==> config.mk <==
export PLATFORM = sky130hd
export DESIGN_NAME = round_sequencer
export DESIGN_NICKNAME = d
export VERILOG_FILES = /design/src/rtl/game_pkg.sv /design/src/rtl/tick_divider.sv /design/src/rtl/round_sequencer.sv
export SDC_FILE = /design/constraint.sdc
export NUM_CORES = 1
export LEC_CHECK = 0
export ABC_AREA = 1
export CELL_PAD_IN_SITES_DETAIL_PLACEMENT = 1
export CELL_PAD_IN_SITES_GLOBAL_PLACEMENT = 2
export CORE_MARGIN = 2
export CORE_UTILIZATION = 31
export DETAILED_ROUTE_END_ITERATION = 8
export HOLD_SLACK_MARGIN = 0.03
export MAX_ROUTING_LAYER = met4
export PLACE_DENSITY_LB_ADDON = 0.1
export SYNTH_ARGS = -nofsm -noshare
export SYNTH_HDL_FRONTEND = slang
export SYNTH_SLANG_ARGS = --single-unit
==> constraint.sdc <==
create_clock -name clk -period 1.7 [get_ports clk]
set_input_delay 0.255 -clock clk [delete_from_list [all_inputs] [get_ports clk]]
set_output_delay 0.255 -clock clk [all_outputs]
set_load 0.005 [all_outputs]
==> src/rtl/game_pkg.sv <==
// Shared definitions for the round_sequencer reaction game.
// Holds the FSM state encoding, the LFSR seed and the LFSR tap mask.
// No ports; imported with `import game_pkg::*;`.
package game_pkg;

    // Encoding is kept stable because state_dbg exposes these values.
    typedef enum logic [2:0] {
        IDLE    = 3'd0,
        ARM     = 3'd1,
        SWEEP   = 3'd2,
        RESOLVE = 3'd3,
        DONE    = 3'd4
    } state_t;

    localparam logic [7:0] LFSR_SEED = 8'hA5;

    // Taps 8,6,5,4 (1-based), mapped onto register bits 7,5,4,3.
    localparam logic [7:0] LFSR_TAPS = 8'b1011_1000;

endpackage

==> src/rtl/tick_divider.sv <==
// Step timer for the round sequencer.
// Ports:
//   clk  - clock, rising edge
//   rst  - asynchronous active-high reset, counter to 0
//   clr  - synchronous restart: the counter is 0 on the following cycle
//   tick - high for one cycle when the counter reaches TICK_DIV-1
// With clr pulsed on a state change, the new state sees its first tick
// exactly TICK_DIV cycles after entry.
module tick_divider #(
    parameter int TICK_DIV = 25000000
) (
    input  logic clk,
    input  logic rst,
    input  logic clr,
    output logic tick
);

    localparam int            CW   = (TICK_DIV > 1) ? $clog2(TICK_DIV) : 1;
    localparam logic [CW-1:0] LAST = CW'(TICK_DIV - 1);

    logic [CW-1:0] cnt;

    always_ff @(posedge clk or posedge rst) begin
        if (rst) begin
            cnt <= '0;
        end else if (clr || (cnt == LAST)) begin
            cnt <= '0;
        end else begin
            cnt <= cnt + CW'(1);
        end
    end

    assign tick = (cnt == LAST);

endmodule

==> src/rtl/round_sequencer.sv <==
// Round sequencer for a light-sweep reaction game.
// Each round: lights go dark for one step (ARM), then a single light sweeps
// from position 0 to NLIGHTS-1, one step per TICK_DIV cycles (SWEEP). A key
// press ends the sweep and holds the board dark for two cycles (RESOLVE).
// The external score keeper sees the same key and reports add1/add2/sub2.
// Ports:
//   clk, rst            - clock; asynchronous active-high reset
//   start               - pulse, begins a game from IDLE or DONE
//   key                 - pulse, player press (first press in a sweep counts)
//   add1, add2, sub2    - score-event pulses, applied only while busy
//   lights              - one-hot sweep position (0 outside SWEEP)
//   OlightOn            - sweep is on the target light
//   lastlightOn         - sweep is on the light after the target
//   score, round        - running score and completed rounds
//   busy, done, win     - game running / game over / game over with score>=WIN_SCORE
//   state_dbg           - current FSM state (game_pkg::state_t encoding)
// Handshake: every input is a single-cycle pulse sampled on the rising edge;
// there is no backpressure and nothing is queued, so a pulse in a state that
// does not use it is simply dropped.
module round_sequencer
    import game_pkg::*;
#(
    parameter int NLIGHTS   = 8,
    parameter int TICK_DIV  = 25000000,
    parameter int ROUNDS    = 16,
    parameter int SCORE_W   = 8,
    parameter int WIN_SCORE = 20
) (
    input  logic                       clk,
    input  logic                       rst,
    input  logic                       start,
    input  logic                       key,
    input  logic                       add1,
    input  logic                       add2,
    input  logic                       sub2,
    output logic [NLIGHTS-1:0]         lights,
    output logic                       OlightOn,
    output logic                       lastlightOn,
    output logic [SCORE_W-1:0]         score,
    output logic [$clog2(ROUNDS):0]    round,
    output logic                       busy,
    output logic                       done,
    output logic                       win,
    output logic [2:0]                 state_dbg
);

    localparam int               LW       = $clog2(NLIGHTS);
    localparam int               RW       = $clog2(ROUNDS) + 1;
    localparam logic [LW-1:0]    POS_LAST = LW'(NLIGHTS - 1);
    localparam logic [LW-1:0]    POS_ALT  = LW'(NLIGHTS - 2);
    localparam logic [RW-1:0]    RND_LAST = RW'(ROUNDS - 1);
    localparam logic [SCORE_W-1:0] WIN_TH = SCORE_W'(WIN_SCORE);

    state_t             state, state_next;
    logic [LW-1:0]      pos;
    logic [LW-1:0]      target;
    logic [LW-1:0]      target_pick;
    logic [7:0]         lfsr;
    logic               res_cnt;
    logic               tick;
    logic               last_round;
    logic               start_game;
    logic               round_end;
    logic [SCORE_W-1:0] score_next;

    tick_divider #(.TICK_DIV(TICK_DIV)) u_tick (
        .clk  (clk),
        .rst  (rst),
        .clr  (state_next != state),
        .tick (tick)
    );

    assign last_round = (round == RND_LAST);
    assign start_game = ((state == IDLE) || (state == DONE)) && start;

    // The last light is never a target, so the late window always exists.
    assign target_pick = (lfsr[LW-1:0] == POS_LAST) ? POS_ALT : lfsr[LW-1:0];

    always_comb begin
        state_next = state;
        case (state)
            IDLE, DONE: if (start) state_next = ARM;
            ARM:        if (tick) state_next = SWEEP;
            SWEEP: begin
                // A press wins over a simultaneous end-of-sweep tick.
                if (key) begin
                    state_next = RESOLVE;
                end else if (tick && (pos == POS_LAST)) begin
                    state_next = last_round ? DONE : ARM;
                end
            end
            RESOLVE:    if (res_cnt) state_next = last_round ? DONE : ARM;
            default:    state_next = IDLE;
        endcase
    end

    assign round_end = ((state == SWEEP) && (state_next != SWEEP) && (state_next != RESOLVE))
                     || ((state == RESOLVE) && res_cnt);

    // Priority add2 > add1 > sub2; add saturates at all-ones, sub2 clamps at 0.
    always_comb begin
        logic [SCORE_W:0] sum;
        sum        = '0;
        score_next = score;
        if (add2) begin
            sum        = {1'b0, score} + (SCORE_W+1)'(2);
            score_next = sum[SCORE_W] ? '1 : sum[SCORE_W-1:0];
        end else if (add1) begin
            sum        = {1'b0, score} + (SCORE_W+1)'(1);
            score_next = sum[SCORE_W] ? '1 : sum[SCORE_W-1:0];
        end else if (sub2) begin
            score_next = (score < SCORE_W'(2)) ? '0 : score - SCORE_W'(2);
        end
    end

    always_ff @(posedge clk or posedge rst) begin
        if (rst) begin
            state   <= IDLE;
            pos     <= '0;
            target  <= '0;
            lfsr    <= LFSR_SEED;
            res_cnt <= 1'b0;
            score   <= '0;
            round   <= '0;
        end else begin
            state <= state_next;
            lfsr  <= {lfsr[6:0], ^(lfsr & LFSR_TAPS)};

            if ((state_next == ARM) && (state != ARM)) begin
                target <= target_pick;
            end

            // pos restarts on SWEEP entry, advances on ticks, freezes otherwise.
            if (state_next == SWEEP) begin
                if (state != SWEEP) begin
                    pos <= '0;
                end else if (tick) begin
                    pos <= pos + LW'(1);
                end
            end

            res_cnt <= (state == RESOLVE) ? ~res_cnt : 1'b0;

            if (start_game) begin
                round <= '0;
            end else if (round_end) begin
                round <= round + RW'(1);
            end

            if (start_game) begin
                score <= '0;
            end else if (busy) begin
                score <= score_next;
            end
        end
    end

    assign busy        = (state == ARM) || (state == SWEEP) || (state == RESOLVE);
    assign done        = (state == DONE);
    assign win         = done && (score >= WIN_TH);
    assign lights      = (state == SWEEP) ? (NLIGHTS'(1) << pos) : '0;
    assign OlightOn    = (state == SWEEP) && (pos == target);
    assign lastlightOn = (state == SWEEP) && (pos == target + LW'(1));
    assign state_dbg   = state;

endmodule

## Yosys cells after proc, flatten, opt, wreduce, memory -nomap -nowiden

Index checks and enable logic that the tools add are counted.

| cells by class | value |
|---|---|
| add/sub/neg operators | 7 |
| $lt $le $gt $ge | 2 |
| eq/ne operators | 17 |
| shifts and indexed selects | 1 |
| multiplexer cells | 23 |
| bitwise operators | 1 |
| reduce and logical (&&, ||, !) cells | 23 |

Operator list:

| operator | count |
|---|---|
| two-way mux 8 bit | 9 |
| two-way mux 3 bit | 9 |
| adder 25 x 1 -> 25 bit (second input constant) | 1 |
| == test 25 bit (second input constant) | 1 |
| two-way mux 25 bit | 1 |
| case mux 3 bit (4 select lines) | 1 |
| two-way mux 5 bit | 2 |
| adder 8 x 1 -> 9 bit (second input constant) | 1 |
| adder 8 x 2 -> 9 bit (second input constant) | 1 |
| == test 3 x 2 -> 1 bit (second input constant) | 3 |
| == test 3 bit (second input constant) | 3 |
| logical AND 1 bit | 9 |
| != test 3 x 2 -> 1 bit (second input constant) | 3 |
| greater-or-equal comparator 8 x 5 -> 1 bit (second input constant) | 1 |
| < comparator 8 x 2 -> 1 bit (second input constant) | 1 |
| parity 8 bit | 1 |
| << shifter 1 x 3 -> 8 bit (first input constant) | 1 |
| subtractor 8 x 2 -> 8 bit (second input constant) | 1 |
| adder 3 x 1 -> 3 bit (second input constant) | 2 |
| == test 3 x 1 -> 1 bit (second input constant) | 2 |
| == test 3 bit | 2 |
| nonzero test 2 bit | 3 |
| adder 5 x 1 -> 5 bit (second input constant) | 1 |
| == test 5 x 4 -> 1 bit (second input constant) | 1 |
| 9 further kinds | 14 |

| word-level totals | value |
|---|---|
| flip-flop bits (word level) | 56 |
| input port bits | 7 |
| output and inout port bits | 29 |
| word-level logic and storage cells | 82 |

## Logic depth before layout (Yosys ltp)

| logic depth | value |
|---|---|
| word-level depth | 11 |
| mapped depth | 14 |

## By module

Synthesis repeated with hierarchy kept, for this count alone.

| unflattened totals | value |
|---|---|
| cell total of the unflattened synthesis | 530 |
| area, all modules | 3875.0 um^2 |

By module, submodules not included:

| module | times used | cells an instance | area an instance (um^2) | sequential area each (um^2) |
|---|---|---|---|---|
| round_sequencer | 1 | 314 | 2302.2 | 780.7 |
| tick_divider | 1 | 216 | 1572.8 | 625.6 |

## Worst setup path before layout

OpenSTA, ideal clock, no wires.

| path | value |
|---|---|
| kind | register to register |
| from | reg round[0] |
| to | reg u_tick.cnt[5] |
| setup time | 0.080 ns |
| arrival time | 1.749 ns |
| path slack | -0.129 ns |
| cell stages (with the launch flop) | 14 |
| clock period less this slack | 1.829 ns |
| cell sequence | dfrtp_1 -> ha_1 -> nand2_1 -> nor2_1 -> ha_1 -> inv_1 -> o21ai_0 -> nand2_1 -> a21oi_2 -> nand2_2 -> nand2_2 -> nand2_4 -> buf_6 -> nor3_2 |

| between the ends | value |
|---|---|
| word-level cells in the longest chain between the ends | 8 |
| elaborated cells on any way between the ends | 9 |

RTL lines:

| what | line | RTL |
|---|---|---|
| start, declared | round_sequencer.sv:40 | `output logic [$clog2(ROUNDS):0] round,` |
| start signal, assigned | round_sequencer.sv:147 | `round <= round + RW'(1);` |
| == test 5 x 4 -> 1 bit * | round_sequencer.sv:73 | `assign last_round = (round == RND_LAST);` |
| two-way mux 3 bit * | round_sequencer.sv:89, round_sequencer.sv:92 |  |
| two-way mux 3 bit | round_sequencer.sv:88 | `end else if (tick && (pos == POS_LAST)) begin` |
| two-way mux 3 bit | round_sequencer.sv:86 | `if (key) begin` |
| case mux 3 bit (4 select lines) * | round_sequencer.sv:81 | `case (state)` |
| net state_next[0] | round_sequencer.sv:54 | `state_t state, state_next;` |
| != test 3 bit * | round_sequencer.sv:69 | `.clr (state_next != state),` |
| logical OR 1 bit * | tick_divider.sv:26 | `end else if (clr \|\| (cnt == LAST)) begin` |
| two-way mux 25 bit * | tick_divider.sv:26 |  |
| end signal, assigned | tick_divider.sv:29 | `cnt <= cnt + CW'(1);` |
| end, declared | tick_divider.sv:21 | `logic [CW-1:0] cnt;` |

Mark *: on every way through the listed nets, which the timed path passes. The rest lies on a longest branch.
A chain may end at the register's enable or synchronous reset.

## Final worst setup path

| path | value |
|---|---|
| from | reg state[0] (netlist: state_dbg[0]) |
| to | out lights[2] |

| between the ends | value |
|---|---|
| word-level cells in the longest chain between the ends | 2 |

RTL lines:

| what | line | RTL |
|---|---|---|
| start, declared | round_sequencer.sv:54 |  |
| start signal, assigned | round_sequencer.sv:126 | `state <= state_next;` |
| == test 3 x 2 -> 1 bit | round_sequencer.sv:161 | `assign lights = (state == SWEEP) ? (NLIGHTS'(1) << pos) : '0;` |
| two-way mux 8 bit | round_sequencer.sv:161 |  |
| end, declared | round_sequencer.sv:36 | `output logic [NLIGHTS-1:0] lights,` |

Every way passes these cells.

==> results by group <==
Yosys
  – Post-synthesis instance area: roughly 0.0037 sq mm
  – Number of instances in the synthesized netlist: 458
  – Total nets after synthesis: about 480
  – Synth top area cells: dfrtp_1 35%, nand2_1 7.4%, xor2_1 7.1%, inv_1 6.4%, nor3_2 5.9%
  – Synth Area per Inst: just over 8 sq um
  – Yosys top cell by area: dfrtp_1
  – Number of synthesized register bits: 56
  – Netlist cell types: 36
  – Count of warnings emitted by yosys: 0
  – Proportion of synthesized chip area in sequential cells: 37.9%
  – Share of Yosys cell area claimed by the top area cell type: 35.1%

Finish
  – Antenna Cells: 0
  – Share of cells above drive strength 1: 48.1%
  – Most frequent standard cell in the layout excluding fill and tap cells: buf_4
  – Area growth syn-to-layout: 65.6%
  – Final #Nets: ~670
  – Most frequent cells in the layout: 128 x buf_4, 60 x nand2_1, 48 x inv_1
  – Count of fill cells added during filler insertion: approximately 1400

Critical path
  – Worst Path Class, Setup: reg2out
  – RR Startpoint: round[1]$_DFFE_PP0P_
  – Worst reg-to-reg path cell count: 13
  – Endpoint of the worst register-to-register path: u_tick.cnt[16]$_DFF_PP0_
  – Endpoint class of the critical path: output pin
  – Required time reported for the critical path endpoint: approximately 1.4 ns
  – Data arrival at the endpoint of the critical path: between 1.5 and 2 ns
  – Internal reg-to-reg setup slack: -0.26 ns
  – CP max stage cell: dfrtp_2
  – Buffers plus inverters on the worst setup path: 4
  – Largest driver fanout on the critical path: 5
  – Cells traversed along the worst timing path: buf_6, nor3_4, inv_2, buf_6, nor3_4, buf_2
  – Family with the most delay on the worst path: buffers and inverters
  – Kind of start point of the critical path: flip-flop
  – Crit path largest cell delay: 0.43 ns
  – Logic depth of the worst setup path including buffers: 6

Timing
  – Final slew viol count: 0
  – Transition time at the pin with the least slew margin: approximately 0.36 ns
  – Achievable clock frequency: between 500 and 600 MHz
  – Worst slew margin relative to its limit: 76.1%
  – Final setup viols: 51
  – Final worst clock skew: 0.00827 ns
  – RSZ-0062 raised after global routing: true
  – Final worst-path setup slack: -0.266 ns
  – Final worst path period need: 1.97 ns
  – Period utilisation layout: 116%
  – Final-report hold violation count: 0

Drt
  – Average wire length per cell after detail routing: 17.2 um
  – Routed via count divided by cell count: 4.89
  – WL final: between 10000 and 15000 um
  – ANT nets after route: 0
  – Number of optimization iterations in the first detailed-route pass: 6
  – Iteration-0 DRC count of the detailed router: 128
  – Count of vias placed by the detailed router: around 3900
  – Residual DRC: 0

Status
  – Violations in the final reports: negative setup slack
  – Status: finished, violations left

Clock tree
  – Count of H-tree levels built during CTS: 2
  – Longest Clk Path Bufs: 2
  – TritonCTS clock tree: yes
  – Number of CTS-inserted buffers: 5
  – Clock sink total: 56
  – Clock latency on the worst-skew pair: 0.30 ns
  – Clock root cell: clkbuf_16
  – Worst-path clk slew: 0.08 ns

GRT
  – Global-route congestion overflow total: 0
  – Wire length of the first global-routing pass: roughly 21000 um
  – Maximum number of pins on one net before global-route repair: 28
  – Number of global-route vias before repair: approximately 4200
  – Number of antenna violations at the first check in global routing: 0
  – Global Route Usage Sum: 20.7%

Die
  – DIE HEIGHT: 113 um
  – Standard-cell row count: 39
  – Starting density of the core: about a third
  – Overall die width: 113 um
  – Area enclosed by the die boundary: 0.0129 sq mm
  – Standard cell core area: 0.0116 sq mm
  – Top-level port count: 36

Worst hold path
  – Worst hold path type: in2async

Job
  – Total of max-cap violations: 0

Power
  – Static leakage: 0.00274 uW
  – Power consumption: 6750 uW
  – Pwr/cell area: approximately 1100 mW/mm^2
  – Worst vdd ir: 0.000630 V

Placed design
  – Place WS: -0.317 ns
  – Hpwl dp: 9150 um
  – Count of port buffers added during placement: 35
  – RePlAce Congestion: 0.851
## metrics by stage
stage | hold slack (ns) | instance area (sq um) | util (%) | cells | setup TNS (ns)
floorplan | 0.333 | 3750 | - | 458 | -1.62
global placement | 0.338 | 5160 | 44.7 | 747 | -8.60
detailed placement | 0.339 | 5160 | 44.7 | 747 | -10.71
CTS | 0.189 | 5520 | 47.8 | 766 | -8.76
global route | 0.193 | 6140 | 53.1 | 790 | -15.82
finish | 0.185 | 6140 | 53.1 | 790 | -10.47
## layout make-up
class,count,area (sq um),share of cell area (%)
Tap cell,143,179,2.91
Clock inverter,2,12.5,0.204
Clock buffer,6,129,2.10
Multi-Input combinational cell,326,2510,40.9
Inverter,68,265,4.32
Timing Repair Buffer,189,1630,26.5
Sequential cell,56,1410,23.0
## repair_timing
action,in CTS,in global routing
buffers inserted,11,24
hold buffers,0,0
pin swaps,16,31
hold endpoints to repair,0,0
endpoints found under the setup margin,57,59
resized for setup,104,105
cloned,1,3
## routing by layer
metal | part of all wire, % | global-route usage, % | up-vias
li1 | - | - | 1879
met1 | 43 | 25.5 | 1921
met2 | 54 | 37.0 | 51
met3 | 2.4 | 2.44 | 15
met4 | 1.3 | 3.66 | 0
met5 | 0 | - | -
## synthesized netlist by cell type (all sizes together)
master,number
xnor2,12
buf,6
dfrtp,52
inv,66
o22ai,2
nand4,8
a21oi,6
o211ai,9
nand2,81
or2,2
nand3,28
o31ai,2
clkinv,2
a31oi,4
nor2,43
xor2,30
o21ai,34
nor3,44
nor4,7
dfstp,4
clkbuf,2
ha,14
## cell families (layout without fill, tap and decap cells)
family | count (synthesis) | count (layout) | share of synthesized area, %
AOI/OAI and AO/OA | 57 | 57 | 8.84
buffers and inverters | 76 | 265 | 8.36
DFF | 56 | 56 | 37.9
and+or+nand+nor | 213 | 213 | 30.3
adders and majority gates | 14 | 14 | 4.72
xor gates and xnor gates | 42 | 42 | 9.92
## where the power goes
group	total, uW	switching [uW]	internal [uW]
clock network	1060	512	547
logic	3870	1900	1970
registers	1820	283	1540
total	6750	2700	4050
## how the worst max path moves through the flow
stage                                start                        to  slack [ns]
floorplan             round[1]$_DFFE_PP0P_   u_tick.cnt[5]$_DFF_PP0_       -0.12
global placement      round[0]$_DFFE_PP0P_  u_tick.cnt[24]$_DFF_PP0_       -0.25
detailed placement    round[1]$_DFFE_PP0P_  u_tick.cnt[24]$_DFF_PP0_       -0.32
CTS                   round[1]$_DFFE_PP0P_   u_tick.cnt[1]$_DFF_PP0_       -0.26
global route          round[1]$_DFFE_PP0P_        pos[0]$_DFFE_PP0P_       -0.39
finish              state_dbg[0]$_DFF_PP0_                 lights[2]       -0.27
## flip-flops by register name (all words and copies together) (netlist names)
register	cells
target	3
lfsr	8
score	8
round	5
pos	3
res_cnt	1
state_dbg	3
u_tick.cnt	25
Power figures use the tool's default switching activity.
